<file path="src/rtl/data_fetch_unit_pkg.sv">
// Shared types and helpers for the load-side data fetch stage.
// Holds the fetch modes, FSM states, lane count and the words-per-mode lookup.
package fetch_pkg;

  localparam int NUM_LANES = 4;

  typedef enum logic [1:0] {
    SINGLE = 2'd0,
    PAIR   = 2'd1,
    QUAD   = 2'd2
  } fetch_mode_e;

  typedef enum logic [1:0] {
    IDLE  = 2'd0,
    READ  = 2'd1,
    DRAIN = 2'd2
  } fetch_state_e;

  function automatic logic [2:0] words_for_mode(input fetch_mode_e mode);
    logic [2:0] n;
    case (mode)
      SINGLE:  n = 3'd1;
      PAIR:    n = 3'd2;
      QUAD:    n = 3'd4;
      default: n = 3'd1;
    endcase
    return n;
  endfunction

endpackage

</file>
<file path="src/rtl/data_fetch_unit_if.sv">
// Request/memory/lane bundle for the data fetch unit.
// The slave side is the fetch unit; the master side is the requester plus memory.
interface data_fetch_unit_if
  import fetch_pkg::*;
#(
  parameter int DATA_W = 32,
  parameter int MEM_AW = 8
);

  logic                                ADDR_START;
  logic                                ADDR_RST;
  logic [3:0]                          ADDRESS;
  logic [1:0]                          PE_SEL;
  logic                                PE_SEL_2x2;
  logic                                PE_SEL_4;
  logic                                FETCH_DONE;
  logic                                BUSY;
  logic                                MEM_RDEN;
  logic [MEM_AW-1:0]                   MEM_ADDR;
  logic [DATA_W-1:0]                   MEM_RDATA;
  logic [NUM_LANES-1:0][DATA_W-1:0]    DATAIN;

  modport master (
    output ADDR_START, ADDR_RST, ADDRESS, PE_SEL, PE_SEL_2x2, PE_SEL_4, MEM_RDATA,
    input  FETCH_DONE, BUSY, MEM_RDEN, MEM_ADDR, DATAIN
  );

  modport slave (
    input  ADDR_START, ADDR_RST, ADDRESS, PE_SEL, PE_SEL_2x2, PE_SEL_4, MEM_RDATA,
    output FETCH_DONE, BUSY, MEM_RDEN, MEM_ADDR, DATAIN
  );

endinterface

</file>
<file path="src/rtl/data_fetch_unit_lane_regs.sv">
// Four per-PE lane registers; one lane is written per cycle when enabled,
// the others hold their value.
module fetch_lane_regs
  import fetch_pkg::*;
#(
  parameter int DATA_W = 32
) (
  input  logic                             CLK,
  input  logic                             RST,
  input  logic                             wr_en_i,
  input  logic [1:0]                       lane_i,
  input  logic [DATA_W-1:0]                wdata_i,
  output logic [NUM_LANES-1:0][DATA_W-1:0] lanes_o
);

  logic [NUM_LANES-1:0][DATA_W-1:0] lanes_q;

  // Lane storage: cleared by reset, single-lane write otherwise
  always_ff @(posedge CLK or posedge RST) begin
    if (RST) begin
      lanes_q <= '0;
    end else if (wr_en_i) begin
      lanes_q[lane_i] <= wdata_i;
    end else begin
      lanes_q <= lanes_q;
    end
  end

  assign lanes_o = lanes_q;

endmodule

</file>
<file path="src/rtl/data_fetch_unit.sv">
// Fetches 1, 2 or 4 consecutive words from a synchronous-read memory into the
// PE lane registers, advancing a running word pointer after each completed fetch.
module data_fetch_unit
  import fetch_pkg::*;
#(
  parameter int DATA_W = 32,
  parameter int MEM_AW = 8
) (
  input logic             CLK,
  input logic             RST,
  data_fetch_unit_if.slave bus
);

  fetch_state_e      state_q;
  fetch_mode_e       mode_q;
  logic [1:0]        pe_sel_q;
  logic [1:0]        k_q;
  logic [1:0]        last_q;
  logic [MEM_AW-1:0] ptr_q;
  logic [MEM_AW-1:0] mem_addr_q;
  logic              mem_rden_q;
  logic              busy_q;
  logic              done_q;

  fetch_mode_e       mode_s;
  logic [2:0]        n_s;
  logic [1:0]        last_s;
  logic [MEM_AW-1:0] row_addr_s;
  logic              cap_en_s;
  logic [1:0]        cap_k_s;
  logic [1:0]        cap_idx_s;

  assign row_addr_s = MEM_AW'({bus.ADDRESS, 2'b00});

  // Request decode: quad overrides pair, pair overrides single
  always_comb begin
    mode_s = SINGLE;
    if (bus.PE_SEL_4) begin
      mode_s = QUAD;
    end else if (bus.PE_SEL_2x2) begin
      mode_s = PAIR;
    end else begin
      mode_s = SINGLE;
    end
    n_s    = words_for_mode(mode_s);
    last_s = 2'(n_s - 3'd1);
  end

  // Capture select: data on MEM_RDATA belongs to the word requested one cycle earlier.
  // A word already on the bus is still captured on the edge that sees ADDR_RST.
  always_comb begin
    cap_en_s  = 1'b0;
    cap_k_s   = 2'd0;
    cap_idx_s = 2'd0;
    case (state_q)
      READ: begin
        if (k_q != 2'd0) begin
          cap_en_s = 1'b1;
          cap_k_s  = k_q - 2'd1;
        end else begin
          cap_en_s = 1'b0;
        end
      end
      DRAIN: begin
        cap_en_s = 1'b1;
        cap_k_s  = k_q;
      end
      default: cap_en_s = 1'b0;
    endcase
    case (mode_q)
      QUAD:    cap_idx_s = cap_k_s;
      PAIR:    cap_idx_s = {pe_sel_q[1], cap_k_s[0]};
      default: cap_idx_s = pe_sel_q;
    endcase
  end

  // Fetch sequencer with registered memory/status outputs
  always_ff @(posedge CLK or posedge RST) begin
    if (RST) begin
      state_q    <= IDLE;
      mode_q     <= SINGLE;
      pe_sel_q   <= 2'd0;
      k_q        <= 2'd0;
      last_q     <= 2'd0;
      ptr_q      <= '0;
      mem_addr_q <= '0;
      mem_rden_q <= 1'b0;
      busy_q     <= 1'b0;
      done_q     <= 1'b0;
    end else if (bus.ADDR_RST) begin
      state_q    <= IDLE;
      k_q        <= 2'd0;
      ptr_q      <= '0;
      mem_rden_q <= 1'b0;
      busy_q     <= 1'b0;
      done_q     <= 1'b0;
    end else begin
      case (state_q)
        IDLE: begin
          done_q <= 1'b0;
          if (bus.ADDR_START) begin
            state_q    <= READ;
            mode_q     <= mode_s;
            pe_sel_q   <= bus.PE_SEL;
            last_q     <= last_s;
            k_q        <= 2'd0;
            mem_addr_q <= row_addr_s + ptr_q;
            mem_rden_q <= 1'b1;
            busy_q     <= 1'b1;
          end else begin
            state_q <= IDLE;
          end
        end
        READ: begin
          if (k_q == last_q) begin
            state_q    <= DRAIN;
            mem_rden_q <= 1'b0;
          end else begin
            k_q        <= k_q + 2'd1;
            mem_addr_q <= mem_addr_q + MEM_AW'(1);
          end
        end
        DRAIN: begin
          state_q <= IDLE;
          done_q  <= 1'b1;
          busy_q  <= 1'b0;
          ptr_q   <= ptr_q + MEM_AW'(words_for_mode(mode_q));
        end
        default: begin
          state_q    <= IDLE;
          mem_rden_q <= 1'b0;
          busy_q     <= 1'b0;
          done_q     <= 1'b0;
        end
      endcase
    end
  end

  fetch_lane_regs #(.DATA_W(DATA_W)) u_lanes (
    .CLK     (CLK),
    .RST     (RST),
    .wr_en_i (cap_en_s),
    .lane_i  (cap_idx_s),
    .wdata_i (bus.MEM_RDATA),
    .lanes_o (bus.DATAIN)
  );

  assign bus.FETCH_DONE = done_q;
  assign bus.BUSY       = busy_q;
  assign bus.MEM_RDEN   = mem_rden_q;
  assign bus.MEM_ADDR   = mem_addr_q;

endmodule
</file>
<file path="src/flat_wrapper.sv">
// flat-port wrapper written by rule: the top's interface ports become plain ports
module data_fetch_unit_flat import fetch_pkg::*;
#(
  parameter int DATA_W = 32,
  parameter int MEM_AW = 8
)
  (CLK, RST, bus_ADDR_START, bus_ADDR_RST, bus_ADDRESS, bus_PE_SEL, bus_PE_SEL_2x2, bus_PE_SEL_4, bus_MEM_RDATA, bus_FETCH_DONE, bus_BUSY, bus_MEM_RDEN, bus_MEM_ADDR, bus_DATAIN);
  data_fetch_unit_if #(.DATA_W(DATA_W), .MEM_AW(MEM_AW)) bus_i ();
  input logic CLK;
  input logic RST;
  input wire logic [$bits(bus_i.ADDR_START)-1:0] bus_ADDR_START;
  input wire logic [$bits(bus_i.ADDR_RST)-1:0] bus_ADDR_RST;
  input wire logic [$bits(bus_i.ADDRESS)-1:0] bus_ADDRESS;
  input wire logic [$bits(bus_i.PE_SEL)-1:0] bus_PE_SEL;
  input wire logic [$bits(bus_i.PE_SEL_2x2)-1:0] bus_PE_SEL_2x2;
  input wire logic [$bits(bus_i.PE_SEL_4)-1:0] bus_PE_SEL_4;
  input wire logic [$bits(bus_i.MEM_RDATA)-1:0] bus_MEM_RDATA;
  output wire logic [$bits(bus_i.FETCH_DONE)-1:0] bus_FETCH_DONE;
  output wire logic [$bits(bus_i.BUSY)-1:0] bus_BUSY;
  output wire logic [$bits(bus_i.MEM_RDEN)-1:0] bus_MEM_RDEN;
  output wire logic [$bits(bus_i.MEM_ADDR)-1:0] bus_MEM_ADDR;
  output wire logic [$bits(bus_i.DATAIN)-1:0] bus_DATAIN;
  assign bus_i.ADDR_START = bus_ADDR_START;
  assign bus_i.ADDR_RST = bus_ADDR_RST;
  assign bus_i.ADDRESS = bus_ADDRESS;
  assign bus_i.PE_SEL = bus_PE_SEL;
  assign bus_i.PE_SEL_2x2 = bus_PE_SEL_2x2;
  assign bus_i.PE_SEL_4 = bus_PE_SEL_4;
  assign bus_i.MEM_RDATA = bus_MEM_RDATA;
  assign bus_FETCH_DONE = bus_i.FETCH_DONE;
  assign bus_BUSY = bus_i.BUSY;
  assign bus_MEM_RDEN = bus_i.MEM_RDEN;
  assign bus_MEM_ADDR = bus_i.MEM_ADDR;
  assign bus_DATAIN = bus_i.DATAIN;
  data_fetch_unit #(.DATA_W(DATA_W), .MEM_AW(MEM_AW)) u_core (.CLK(CLK), .RST(RST), .bus(bus_i));
endmodule
</file>
<file path="config.mk">
export PLATFORM = sky130hd
export DESIGN_NAME = data_fetch_unit_flat
export DESIGN_NICKNAME = d
export VERILOG_FILES = /design/src/rtl/data_fetch_unit_pkg.sv /design/src/rtl/data_fetch_unit_if.sv /design/src/rtl/data_fetch_unit_lane_regs.sv /design/src/rtl/data_fetch_unit.sv /design/src/flat_wrapper.sv
export SDC_FILE = /design/constraint.sdc
export NUM_CORES = 1
export LEC_CHECK = 0
export ABC_AREA = 1
export CORE_ASPECT_RATIO = 0.9
export CORE_UTILIZATION = 40
export DETAILED_ROUTE_END_ITERATION = 8
export GPL_TIMING_DRIVEN = 0
export PLACE_DENSITY = 0.67
export SYNTH_ARGS = -nofsm -noshare
export SYNTH_HDL_FRONTEND = slang
export SYNTH_HIERARCHICAL = 1
export SYNTH_SLANG_ARGS = --single-unit
</file>
<file path="constraint.sdc">
create_clock -name CLK -period 6 [get_ports CLK]
set_input_delay 0.6 -clock CLK [delete_from_list [all_inputs] [get_ports CLK]]
set_output_delay 0.6 -clock CLK [all_outputs]
set_load 0.01 [all_outputs]
</file>
### Yosys cells after proc, flatten, opt, wreduce, memory -nomap -nowiden

Index checks and enable logic that the tools add are counted.

| word-level totals | value |
|---|---|
| register bits | 157 |
| output and inout port bits | 139 |

| cells by class | value |
|---|---|
| reductions and logical operators | 11 |
| multiplexer cells | 35 |
| bitwise operators | 1 |
| add/sub/neg operators | 6 |
| $lt $le $gt $ge | 2 |
| equal/unequal tests | 14 |

Operator list:

| operator | count |
|---|---|
| $bwmux W128 | 1 |
| $demux W32 S2 | 1 |
| $mux W32 | 1 |
| $mux W8 | 4 |
| $pmux W2 S2 | 5 |
| $pmux W8 S2 | 1 |
| $mux W2 | 7 |
| $reduce_and A3 Y1 | 3 |
| $add A6 B8 Y8 | 1 |
| $add A8 B1 Y8 const B | 1 |
| $add A8 B3 Y8 | 1 |
| $mux W1 | 8 |
| $ne A2 B2 Y1 const B | 4 |
| $eq A2 B1 Y1 const B | 3 |
| $eq A2 B2 Y1 const B | 3 |
| $mux W3 | 2 |
| $ne A3 B3 Y1 const B | 2 |
| $pmux W1 S2 | 3 |
| $pmux W3 S2 | 1 |
| $reduce_bool A2 Y1 | 3 |
| $reduce_and A4 Y1 | 1 |
| $sub A2 B1 Y2 const B | 2 |
| $lt A2 B3 Y1 const B | 1 |
| $ne A3 B2 Y1 const B | 1 |
| 9 further kinds | 9 |

### Logic depth before layout (Yosys ltp)

| depth | value |
|---|---|
| depth in word-level cells | 9 |
| depth in mapped cells | 12 |

### Hierarchy

The synthesis kept the hierarchy.

By module, submodules not included:

| module | area each (um^2) | times used | cells each | sequential area each (um^2) |
|---|---|---|---|---|
| fetch_lane_regs | 5192.5 | 1 | 570 | 3203.1 |
| data_fetch_unit | 1930.6 | 1 | 257 | 725.7 |

### Worst setup path after synthesis

No wires, ideal clock.

| timing path | value |
|---|---|
| kind | register -> register |
| start point | reg u_core.state_q[1] |
| end point | reg u_core.u_lanes.lanes_q (netlist bit u_core/u_lanes/lanes_o[0]) |
| required time | 5.934 ns |
| setup time | 0.066 ns |
| stages on the path, launching flop included | 13 |
| data arrival time | 1.766 ns |
| path slack | 4.168 ns |
| path buffers | 2 |
| path through | dfrtp_1 inv_1 ha_1 buf_2 nand2_1 o21ai_0 o2111ai_1 nand2_1 nor2_2 nand2_1 clkbuf_1 nand2_1 nand2_1 |

| on the way | value |
|---|---|
| cells in the longest elaborated chain, start to end | 8 |

RTL lines:

| item | RTL line | RTL |
|---|---|---|
| start: declaration | data_fetch_unit.sv:14 | `fetch_state_e state_q;` |
| start signal: assignment | data_fetch_unit.sv:80 | `state_q <= IDLE;` |
| start signal: assignment | data_fetch_unit.sv:91 | `state_q <= IDLE;` |
| start signal: assignment | data_fetch_unit.sv:102 | `state_q <= READ;` |
| $eq A2 B2 Y1 / $eq A2 B1 Y1 (equally long branches) | data_fetch_unit.sv:55 | `case (state_q)` |
| $pmux W2 S2 (*) | data_fetch_unit.sv:55 |  |
| $pmux W2 S2 (*) | data_fetch_unit.sv:70 | `case (mode_q)` |
| named net u_core.cap_idx_s[0] | data_fetch_unit.sv:31 | `logic [1:0] cap_idx_s;` |
| $lt A2 B3 Y1 (not written as such) / $ge A2 B1 Y1 (equally long branches) | data_fetch_unit_lane_regs.sv:23 | `lanes_q[lane_i] <= wdata_i;` |
| $logic_and A1 B1 Y1 (not written as such) | data_fetch_unit_lane_regs.sv:23 |  |
| $mux W32 (not written as such) | data_fetch_unit_lane_regs.sv:23 |  |
| $demux W32 S2 (*) | data_fetch_unit_lane_regs.sv:23 |  |
| $bwmux W128 (*) | data_fetch_unit_lane_regs.sv:23 |  |
| end signal: indexed assignment | data_fetch_unit_lane_regs.sv:23 |  |
| end signal: assignment | data_fetch_unit_lane_regs.sv:25 | `lanes_q <= lanes_q;` |
| end: declaration | data_fetch_unit_lane_regs.sv:16 | `logic [NUM_LANES-1:0][DATA_W-1:0] lanes_q;` |

The timed path passes the listed nets; every way through them passes the cells marked *.
A chain may end at the register's enable or synchronous reset.

### Worst setup path in the final report

| timing path | value |
|---|---|
| start point | reg u_core.state_q[1] |
| end point | reg u_core.u_lanes.lanes_q (netlist bit u_core/u_lanes/lanes_o[27]) |

The elaborated chain is that of the path after synthesis.

==> summary.md <==
Power
- 4.60 nW — Static Leak
- 421 nW/µm² — Pwr per Cell Area
- 0.000240 V — worst vdd rail ir drop

Final layout
- 0 — antenna cells
- 1,092 — post-layout net count
- 38.3% — Synth-to-Final Area Change
- 1,615 — number of fillers in the final layout
- 0.0767 — fraction of final layout cells sized beyond drive strength 1
- 9850 µm² — Design Area, Final

Worst setup path
- u_core/state_q[1]$_DFFE_PP0P_ — reg-to-reg startpoint
- flop to flop — category of the most critical setup path
- 6350 ps — required time reported for the critical path endpoint
- flop — critical path capture point type
- u_core/u_lanes/lanes_o[27]$_DFFE_PP0P_ — worst reg2reg endpoint
- 3560 ps — setup slack on the worst flop-to-flop path
- flop — startpoint type of the worst setup path
- 10 — crit-path max FO
- 2780 ps — arrival time of the worst setup path
- 12 — number of cells on the worst reg-to-reg path

Yosys
- 0.552 — sequential element share of the synthesized area
- 7120 µm² — Mapped Area
- 827 — Gate Count Post-Synth
- 157 — total of flip-flops plus latches after synthesis
- 8.61 µm² — syn avg cell area
- 33 — number of distinct library cell variants in the gate-level netlist after synthesis
- 889 — Mapped Nets
- 6 — number of warning messages in the yosys log

Placement
- 182 — IO Port Bufs
- 9270 µm² — placed inst area
- 3610 ps — worst slack at placement
- 0.856 — GPL Wtd Cong
- 15,900 µm — HPWL after detailed placement

Routing
- 498 — initial DRC count
- 0 — DRC violations left
- 17.1 µm — WL/cell
- 6,550 — overall via count from detail_route
- 5 — DRT Pass-1 Iters
- 0 — ANT nets after route
- 5.13 — via density per instance
- 21,900 µm — routed wire length

Min path
- u_core/u_lanes/lanes_o[41]$_DFFE_PP0P_ — startpoint of the worst hold path
- flop to flop — class of the most critical hold timing path
- u_core/u_lanes/lanes_o[41]$_DFFE_PP0P_ — Min-Delay Endpoint
- 2 — hold path depth

Timing
- 0 ps — total negative slack for setup checks
- 526 ps — slew of the pin with the lowest slew margin
- 11.4 ps — Layout Skew
- 0 — Final Max Tran Viols
- 3560 ps — post-route worst setup slack
- false — unrepaired setup endpoints after global routing
- 0.406 — final worst-path cycle share
- 2440 ps — shortest period the worst path allows
- 410 MHz — fmax
- 0 — Finish-stage setup viols
- 0.649 — Slew headroom
- 0 — final hold violations

Clock tree
- 0 — number of gates given a new drive strength after cts
- 157 — Sink Count
- 70 ps — clock-pin slew of the registers on the worst-case setup and hold paths
- 2 — number of buffers on the longest clock path
- 0 — setup fix buffers added after clock tree synthesis
- built — TritonCTS clock tree
- sky130_fd_sc_hd__clkbuf_16 — root buffer selected by CTS
- 0 — number of hold buffers added after CTS
- 4 — level count of the clock H-tree
- 420 ps — worst-skew pair later-pin latency
- 17 — TritonCTS buffer count

Floorplanning
- 45 — Site Rows
- 183 — total I/O pin count
- 143 µm — die span in x
- 18,300 µm² — die outline area
- 129 µm — chip height
- 17,100 µm² — Floorplan Core Area
- 0.416 — initial core utilization

GRT
- 78 — maximum number of pins on one net before global-route repair
- 0.249 — global-route usage over all layers
- 0 — total global routing overflow
- 34,600 µm — first-pass GRT wire length
- 0 — antenna violations before repair
- 6,293 — number of global-route vias before repair

Flow run
- 0 — max-cap check violation count

Outcome
- finished clean — outcome

==> cells in the mapped netlist <==
master,instances,share of area
sky130_fd_sc_hd__buf_2,36,0.025
sky130_fd_sc_hd__nand2_1,340,0.18
sky130_fd_sc_hd__o21ai_2,2,0.0025
sky130_fd_sc_hd__fa_1,2,0.0056
sky130_fd_sc_hd__ha_1,16,0.028
sky130_fd_sc_hd__buf_1,1,0.00053
sky130_fd_sc_hd__o21a_1,1,0.0011
sky130_fd_sc_hd__a21oi_1,6,0.0042
sky130_fd_sc_hd__or2_2,1,0.00088
sky130_fd_sc_hd__inv_1,39,0.021
sky130_fd_sc_hd__inv_2,1,0.00053
sky130_fd_sc_hd__buf_6,1,0.0016
sky130_fd_sc_hd__nand2_2,2,0.0018
sky130_fd_sc_hd__o2bb2ai_1,1,0.0012
sky130_fd_sc_hd__nor3_4,1,0.0023
sky130_fd_sc_hd__a21o_1,1,0.0011
sky130_fd_sc_hd__clkbuf_2,1,0.00070
sky130_fd_sc_hd__clkbuf_1,14,0.0074
sky130_fd_sc_hd__a21oi_4,1,0.0023
sky130_fd_sc_hd__nand4_1,100,0.088
sky130_fd_sc_hd__xor2_1,1,0.0012
sky130_fd_sc_hd__o21ai_1,1,0.00070
sky130_fd_sc_hd__o31ai_1,1,0.0011
sky130_fd_sc_hd__nor2_1,12,0.0063
sky130_fd_sc_hd__dfrtp_1,157,0.55
sky130_fd_sc_hd__o21ai_0,20,0.014
sky130_fd_sc_hd__mux2i_1,1,0.0014
sky130_fd_sc_hd__o2111ai_1,1,0.0012
sky130_fd_sc_hd__nand3b_1,1,0.0011
sky130_fd_sc_hd__nor3_1,3,0.0021
sky130_fd_sc_hd__nand3_1,59,0.041
sky130_fd_sc_hd__xnor2_1,2,0.0025
sky130_fd_sc_hd__nor2_2,1,0.00088
==> how the worst max path moves through the flow <==
stage,from,to,slack [ps]
after floorplan,RST,u_core/u_lanes/lanes_o[0]$_DFFE_PP0P_,1990
after global placement,RST,u_core/u_lanes/lanes_o[9]$_DFFE_PP0P_,-10
after detailed placement,u_core/state_q[1]$_DFFE_PP0P_,u_core/u_lanes/lanes_o[22]$_DFFE_PP0P_,3610
after CTS,u_core/state_q[1]$_DFFE_PP0P_,u_core/u_lanes/lanes_o[22]$_DFFE_PP0P_,3580
after global routing,u_core/state_q[1]$_DFFE_PP0P_,u_core/u_lanes/lanes_o[26]$_DFFE_PP0P_,3330
final,u_core/state_q[1]$_DFFE_PP0P_,u_core/u_lanes/lanes_o[27]$_DFFE_PP0P_,3560
==> per-stage QoR <==
step / instances / hold WS [ps] / power [mW] / utilization
after floorplan: 827 / 436 / 2.21 / -
after global placement: 1244 / 452 / 3.12 / 0.540
after detailed placement: 1245 / 457 / 3.14 / 0.542
after CTS: 1277 / 473 / 4.17 / 0.574
after global routing: 1278 / 488 / 4.39 / 0.575
final: 1278 / 469 / 4.15 / 0.575
==> area by class of cell <==
class,instances,area [µm²],area share
plain buffers,53,253,0.0257
clock inverters,13,118,0.0119
flip-flops and latches,157,3930,0.399
well taps,235,294,0.0299
repair buffers,184,1880,0.191
clock buffers,19,433,0.0440
inverters,40,155,0.0158
multi-input cells,577,2790,0.283
==> metal layers <==
| metal | track usage | vias up | wire [µm] |
|---|---|---|---|
| li1 | - | 3148 | - |
| met1 | 0.356 | 3150 | 10200 |
| met5 | 0 | - | 0 |
| met3 | 0.0837 | 22 | 1830 |
| met2 | 0.358 | 230 | 9450 |
| met4 | 0.0715 | 0 | 403 |
==> cell usage in the layout (no fill, tap or decap), types with 5 or more instances in the layout <==
master	instances
sky130_fd_sc_hd__a21oi_1	6
sky130_fd_sc_hd__buf_2	36
sky130_fd_sc_hd__clkbuf_1	16
sky130_fd_sc_hd__clkbuf_16	17
sky130_fd_sc_hd__clkdlybuf4s50_1	182
sky130_fd_sc_hd__clkinvlp_4	5
sky130_fd_sc_hd__dfrtp_1	157
sky130_fd_sc_hd__ha_1	16
sky130_fd_sc_hd__inv_1	38
sky130_fd_sc_hd__nand2_1	340
sky130_fd_sc_hd__nand3_1	59
sky130_fd_sc_hd__nand4_1	100
sky130_fd_sc_hd__nor2_1	12
sky130_fd_sc_hd__o21ai_0	20
==> flip-flops by register name (all words and copies together) (netlist names) <==
name,cells
u_core/last_q,2
u_core/bus.FETCH_DONE,1
u_core/pe_sel_q,2
u_core/bus.BUSY,1
u_core/u_lanes/lanes_o,128
u_core/bus.MEM_ADDR,8
u_core/ptr_q,8
u_core/state_q,2
u_core/mode_q,2
u_core/bus.MEM_RDEN,1
u_core/k_q,2
==> power by group <==
part | internal (mW) | switching, mW | leakage [nW] | total (mW)
Combinational | 0.757 | 0.767 | 2.69 | 1.52
Clock | 0.572 | 0.440 | 0.256 | 1.01
Sequential | 1.39 | 0.215 | 1.65 | 1.61
Total | 2.72 | 1.42 | 4.60 | 4.15
==> worst max-delay path, cell delays in order, from the launching register on <==
cell                        delay (ps)
sky130_fd_sc_hd__dfrtp_1           380
sky130_fd_sc_hd__inv_1             100
sky130_fd_sc_hd__ha_1              220
sky130_fd_sc_hd__buf_2             270
sky130_fd_sc_hd__nand2_1            70
sky130_fd_sc_hd__o21ai_0            80
sky130_fd_sc_hd__o2111ai_1         120
sky130_fd_sc_hd__nand2_1           180
sky130_fd_sc_hd__nor2_2            110
sky130_fd_sc_hd__nand2_1           200
sky130_fd_sc_hd__clkbuf_1          450
sky130_fd_sc_hd__nand2_1           110
sky130_fd_sc_hd__nand2_1            80
==> cell families after synthesis <==
group	synth area share
compound gates	0.0293
simple gates	0.324
xor+xnor	0.00369
buf+inv	0.0566
fa+ha+maj	0.0337
mux	0.00141
flops	0.552
(Power assumes the default switching activity.)
